`src/rtl/seq_symbol_emitter.sv`:
```
// seq_symbol_emitter: buffers 8-bit batches of four 2-bit symbols in a small
// FIFO and serialises them one symbol per output handshake, bits [1:0] first.
// tail_sym feeds the upstream generator's restricted-symbol input.
// Optional macro SEQ_EMIT_DUP_CHECK_EN enables the dup_cnt repeat counter;
// without it dup_cnt is tied to zero.
module seq_symbol_emitter #(
    parameter int unsigned DEPTH = 4,
    parameter int unsigned LVL_W = $clog2(DEPTH) + 1
) (
    input  logic             clk,
    input  logic             rst_n,
    input  logic             in_valid,
    input  logic [7:0]       in_seq,
    output logic             in_ready,
    output logic             out_valid,
    output logic [1:0]       out_sym,
    input  logic             out_ready,
    output logic [1:0]       tail_sym,
    output logic [1:0]       last_sym,
    output logic [LVL_W-1:0] level,
    input  logic             flush,
    output logic [7:0]       dup_cnt
);

    localparam int unsigned AW    = $clog2(DEPTH);
    localparam int unsigned PTR_W = AW + 1;

    typedef enum logic {
        S_EMPTY = 1'b0,
        S_EMIT  = 1'b1
    } state_t;

    state_t           state, state_nxt;
    logic [1:0]       idx, idx_nxt;
    logic [7:0]       sreg, sreg_nxt;
    logic [7:0]       mem [DEPTH];
    logic [PTR_W-1:0] wr_ptr, rd_ptr;
    logic [PTR_W-1:0] fifo_cnt;
    logic             fifo_full, fifo_has;
    logic             push, pop, out_hs;

    // FIFO occupancy and handshake qualifiers
    assign fifo_cnt  = wr_ptr - rd_ptr;
    assign fifo_full = (fifo_cnt == PTR_W'(DEPTH));
    assign fifo_has  = (fifo_cnt != '0);
    assign level     = LVL_W'(fifo_cnt);
    assign in_ready  = ~fifo_full & ~flush;
    assign push      = in_valid & in_ready;
    assign out_valid = (state == S_EMIT);
    assign out_sym   = 2'(sreg >> {idx, 1'b0});
    assign out_hs    = out_valid & out_ready;

    // Serializer state register
    always_ff @(posedge clk or negedge rst_n) begin
        if (!rst_n) begin
            state <= S_EMPTY;
            idx   <= 2'd0;
            sreg  <= 8'd0;
        end else begin
            state <= state_nxt;
            idx   <= idx_nxt;
            sreg  <= sreg_nxt;
        end
    end

    // Serializer next state: load a batch when idle or back-to-back after symbol 3
    always_comb begin
        state_nxt = state;
        idx_nxt   = idx;
        sreg_nxt  = sreg;
        pop       = 1'b0;
        unique case (state)
            S_EMPTY: begin
                if (fifo_has) begin
                    pop       = 1'b1;
                    sreg_nxt  = mem[rd_ptr[AW-1:0]];
                    idx_nxt   = 2'd0;
                    state_nxt = S_EMIT;
                end
            end
            S_EMIT: begin
                if (out_ready) begin
                    if (idx != 2'd3) begin
                        idx_nxt = idx + 2'd1;
                    end else if (fifo_has) begin
                        pop      = 1'b1;
                        sreg_nxt = mem[rd_ptr[AW-1:0]];
                        idx_nxt  = 2'd0;
                    end else begin
                        idx_nxt   = 2'd0;
                        state_nxt = S_EMPTY;
                    end
                end
            end
            default: state_nxt = S_EMPTY;
        endcase
        if (flush) begin
            pop       = 1'b0;
            idx_nxt   = 2'd0;
            state_nxt = S_EMPTY;
        end
    end

    // FIFO storage; contents are qualified by the pointers so no reset is needed
    always_ff @(posedge clk) begin
        if (push) begin
            mem[wr_ptr[AW-1:0]] <= in_seq;
        end
    end

    // Pointers, tail and last symbol tracking
    always_ff @(posedge clk or negedge rst_n) begin
        if (!rst_n) begin
            wr_ptr   <= '0;
            rd_ptr   <= '0;
            tail_sym <= 2'd0;
            last_sym <= 2'd0;
        end else begin
            if (push) begin
                wr_ptr   <= wr_ptr + PTR_W'(1);
                tail_sym <= in_seq[7:6];
            end
            if (flush) begin
                rd_ptr <= wr_ptr;
            end else if (pop) begin
                rd_ptr <= rd_ptr + PTR_W'(1);
            end
            if (out_hs && !flush) begin
                last_sym <= out_sym;
            end
        end
    end

`ifdef SEQ_EMIT_DUP_CHECK_EN
    logic [7:0] dup_q;

    // Count batches whose head repeats the previous batch's tail, saturating
    always_ff @(posedge clk or negedge rst_n) begin
        if (!rst_n) begin
            dup_q <= 8'd0;
        end else if (push && (in_seq[1:0] == tail_sym) && (dup_q != 8'hFF)) begin
            dup_q <= dup_q + 8'd1;
        end
    end

    assign dup_cnt = dup_q;
`else
    assign dup_cnt = 8'd0;
`endif

endmodule

```
`config.mk`:
```
export PLATFORM = sky130hd
export DESIGN_NAME = seq_symbol_emitter
export DESIGN_NICKNAME = d
export VERILOG_FILES = /design/src/rtl/seq_symbol_emitter.sv
export SDC_FILE = /design/constraint.sdc
export NUM_CORES = 1
export LEC_CHECK = 0
export BUFFER_PORTS_ARGS = -buffer_cell sky130_fd_sc_hd__buf_2
export CAP_MARGIN = 15
export CORE_MARGIN = 4
export CORE_UTILIZATION = 35
export DETAILED_ROUTE_END_ITERATION = 8
export HOLD_SLACK_MARGIN = 0.08
export PLACE_DENSITY_LB_ADDON = 0.05
export SLEW_MARGIN = 25
export SYNTH_ARGS = -nofsm -noshare
export SYNTH_HDL_FRONTEND = slang
export SYNTH_SLANG_ARGS = --single-unit
export TNS_END_PERCENT = 50
```
`constraint.sdc`:
```
create_clock -name clk -period 6.9 [get_ports clk]
set_input_delay 1.38 -clock clk [delete_from_list [all_inputs] [get_ports clk]]
set_output_delay 1.38 -clock clk [all_outputs]
set_load 0.1 [all_outputs]
```
==> reports/summary.txt <==
Setup TNS = 0 ns
RePlAce Congestion = 0.8745
Seq cells post-synth = 53
Register Area = 0.001486 mm²
H-tree depth = 2
Ports = 32
Antenna violations before repair = 0
Area Growth Syn to Fin = 11.22%
Clock transition at the registers of the reported paths = 0.10 ns
Final HPWL DP = 3037 µm
Initial DRC count = 49
Synth Flop Type = edfxtp_1
Hold/Removal Path Class = flop to flop
Routed wire per std cell = 17.12 µm
Worst-margin pin slew = 0.8304 ns
CTS buffer count = 5
Worst Setup Path Type = flop to output pin
Register area share after synthesis = 62.26%
Die Wd = 90.59 µm
Commonest non-fill, non-tap cell in the layout = edfxtp_1
CP Data Arrival Time = 3.08 ns
First-pass GRT wire length = 6962 µm
Startpoint types = flop
Post-Syn Area = 0.002387 mm²
Fin Clk Skew = 0.01116 ns
Diode count = 0
R2R setup slack = 3.70 ns
TritonCTS clock tree = yes
CP Max Fanout = 12
Port bufs = 23
Critical path required time = 5.52 ns
Final setup viols = 0
Vias per std cell = 5.144
RSZ-0062 raised after global routing = false
Slew headroom = 44.14%
Worst R2R Path Depth = 6
FFs w/ async S/R, synth = 39.62%
Congestion Overflow GR = 0
Core Region = 0.006495 mm²
Post-CTS Hold Buffers = 0
Max Cap Violations = 0
Fin crit share = 64.58%
Synth warnings = 0
Final wirelength = 4279 µm
Vias = 1286
Distinct cells, synth = 36
Total GRT Usage = 11.06%
Synth Area per Inst = 16.24 µm²
DRC Markers = 0
Max Clk Rate = 0.2244 GHz
Mapped Cells = 147
# fillers = 586
Hold_sp = tail_sym[1]$_DFFE_PN0P_
Crit Reg-Reg Endpoint = mem[1][3]$_DFFE_PP_
Worst setup EP type = output pin
Clk_lat worst skew = 0.31 ns
Commonest cells after routing, fill and taps aside = edfxtp_1, buf_2, dfrtp_1, mux2_2, mux4_2
Max clock buf depth = 2
Multi-input gate area = 825.8 µm²
Pin count of the biggest net entering global routing = 22
Die area = 0.008207 mm²
Num Clock Sinks = 53
Min-Delay Endpoint = tail_sym[1]$_DFFE_PN0P_
Drt first pass iters = 4
Tmin final = 4.456 ns
Number of gates resized after CTS = 0
Placement row count = 29
Fin. max-slew vios = 0
Initial Util = 36.76%
EDFF count, synth = 32
DRT antenna net count = 0
WHS Path Cells = 1
Vias in the first global route = 1331
Worst reg2reg path startpoint = rd_ptr[0]$_DFFE_PN0P_
CTS root buf = clkbuf_8
Final Hold Fails = 0
DIE HEIGHT = 90.59 µm
Status = finished, final reports clean
Post-CTS setup buffers = 0
Post-layout nets = 193
Share of cells above drive strength 1 = 33.53%
## layer usage
| metal | wire [µm] | share of wire, % | track usage (%) | vias up |
|---|---|---|---|---|
| met3 | 179 | 4.2 | 3.250 | 11 |
| met5 | 0 | 0 | 0 | - |
| met4 | 155 | 3.6 | 5.740 | 0 |
| li1 | - | - | - | 596 |
| met2 | 2002 | 47 | 17.23 | 33 |
| met1 | 1941 | 45 | 13.90 | 646 |
## final cells by class
type	count	share of cell area (%)
well taps	77	3.629
flip-flops and latches	53	55.99
clock inverters	1	0.3299
multi-input cells	82	31.10
inverters	7	0.9896
repair buffers	23	4.336
clock buffers	7	3.629
## worst max-delay path, cell delays in order, from the launching register on
cell and delay (ns):
dfrtp_1 0.64, ha_1 0.33, fa_1 0.36, xnor3_2 0.54, inv_1 0.13, a21oi_1 0.27, buf_2 0.49
## per-stage QoR
| stage | hold WS, ns | std cells | cell area (µm²) | worst slack (ns) | utilization (%) |
|---|---|---|---|---|---|
| finish | 0.5089 | 250 | 2655 | 2.444 | 40.88 |
| global route | 0.5381 | 250 | 2655 | 2.215 | 40.88 |
| CTS | 0.5101 | 250 | 2655 | 2.426 | 40.88 |
| detailed placement | 0.4887 | 242 | 2550 | 2.761 | 39.26 |
| global placement | 0.4829 | 242 | 2550 | 2.812 | 39.26 |
| floorplan | 0.4728 | 154 | 2414 | 1.849 | - |
## cell families after synthesis
kind of cell / after synthesis / synth area share (%)
compound gates: 17 / 6.081
simple gates: 23 / 5.451
xor+xnor: 3 / 1.730
flops: 53 / 62.26
other cells: 1 / 0.1571
mux: 23 / 15.57
buf+inv: 19 / 4.245
fa+ha+maj: 8 / 4.507
## Yosys cell counts, types with 2 or more instances
master,instances,share of area [%]
nor2b_1,4,1.0
mux4_2,10,9.4
o2111ai_1,2,0.73
dfrtp_1,21,22
ha_1,7,3.7
nor2_1,4,0.63
inv_1,7,1.1
a311oi_1,2,0.73
nand3_1,4,0.84
and3_1,6,1.6
edfxtp_1,32,40
mux2_2,13,6.1
clkbuf_1,4,0.63
o21ai_0,2,0.42
buf_4,8,2.5
## state kept, by name (all words and copies together) (netlist names)
name,flops
rd_ptr,3
last_sym,2
out_valid,1
tail_sym,2
wr_ptr,3
mem,32
sreg,8
idx,2
## how the worst max path moves through the flow
stage                                startpoint  endpoint  slack [ns]  cells past startpoint
after floorplan           wr_ptr[0]$_DFFE_PN0P_  in_ready        1.85                      6
after global placement    rd_ptr[0]$_DFFE_PN0P_  in_ready        2.81                      6
after detailed placement  rd_ptr[0]$_DFFE_PN0P_  in_ready        2.76                      6
after CTS                 rd_ptr[0]$_DFFE_PN0P_  in_ready        2.43                      6
after global routing      rd_ptr[0]$_DFFE_PN0P_  in_ready        2.22                      6
final                     rd_ptr[0]$_DFFE_PN0P_  in_ready        2.44                      6
Power is left out: the tool's default activity adds up to more than one toggle a clock period on the data nets, which glitch-free logic cannot reach.
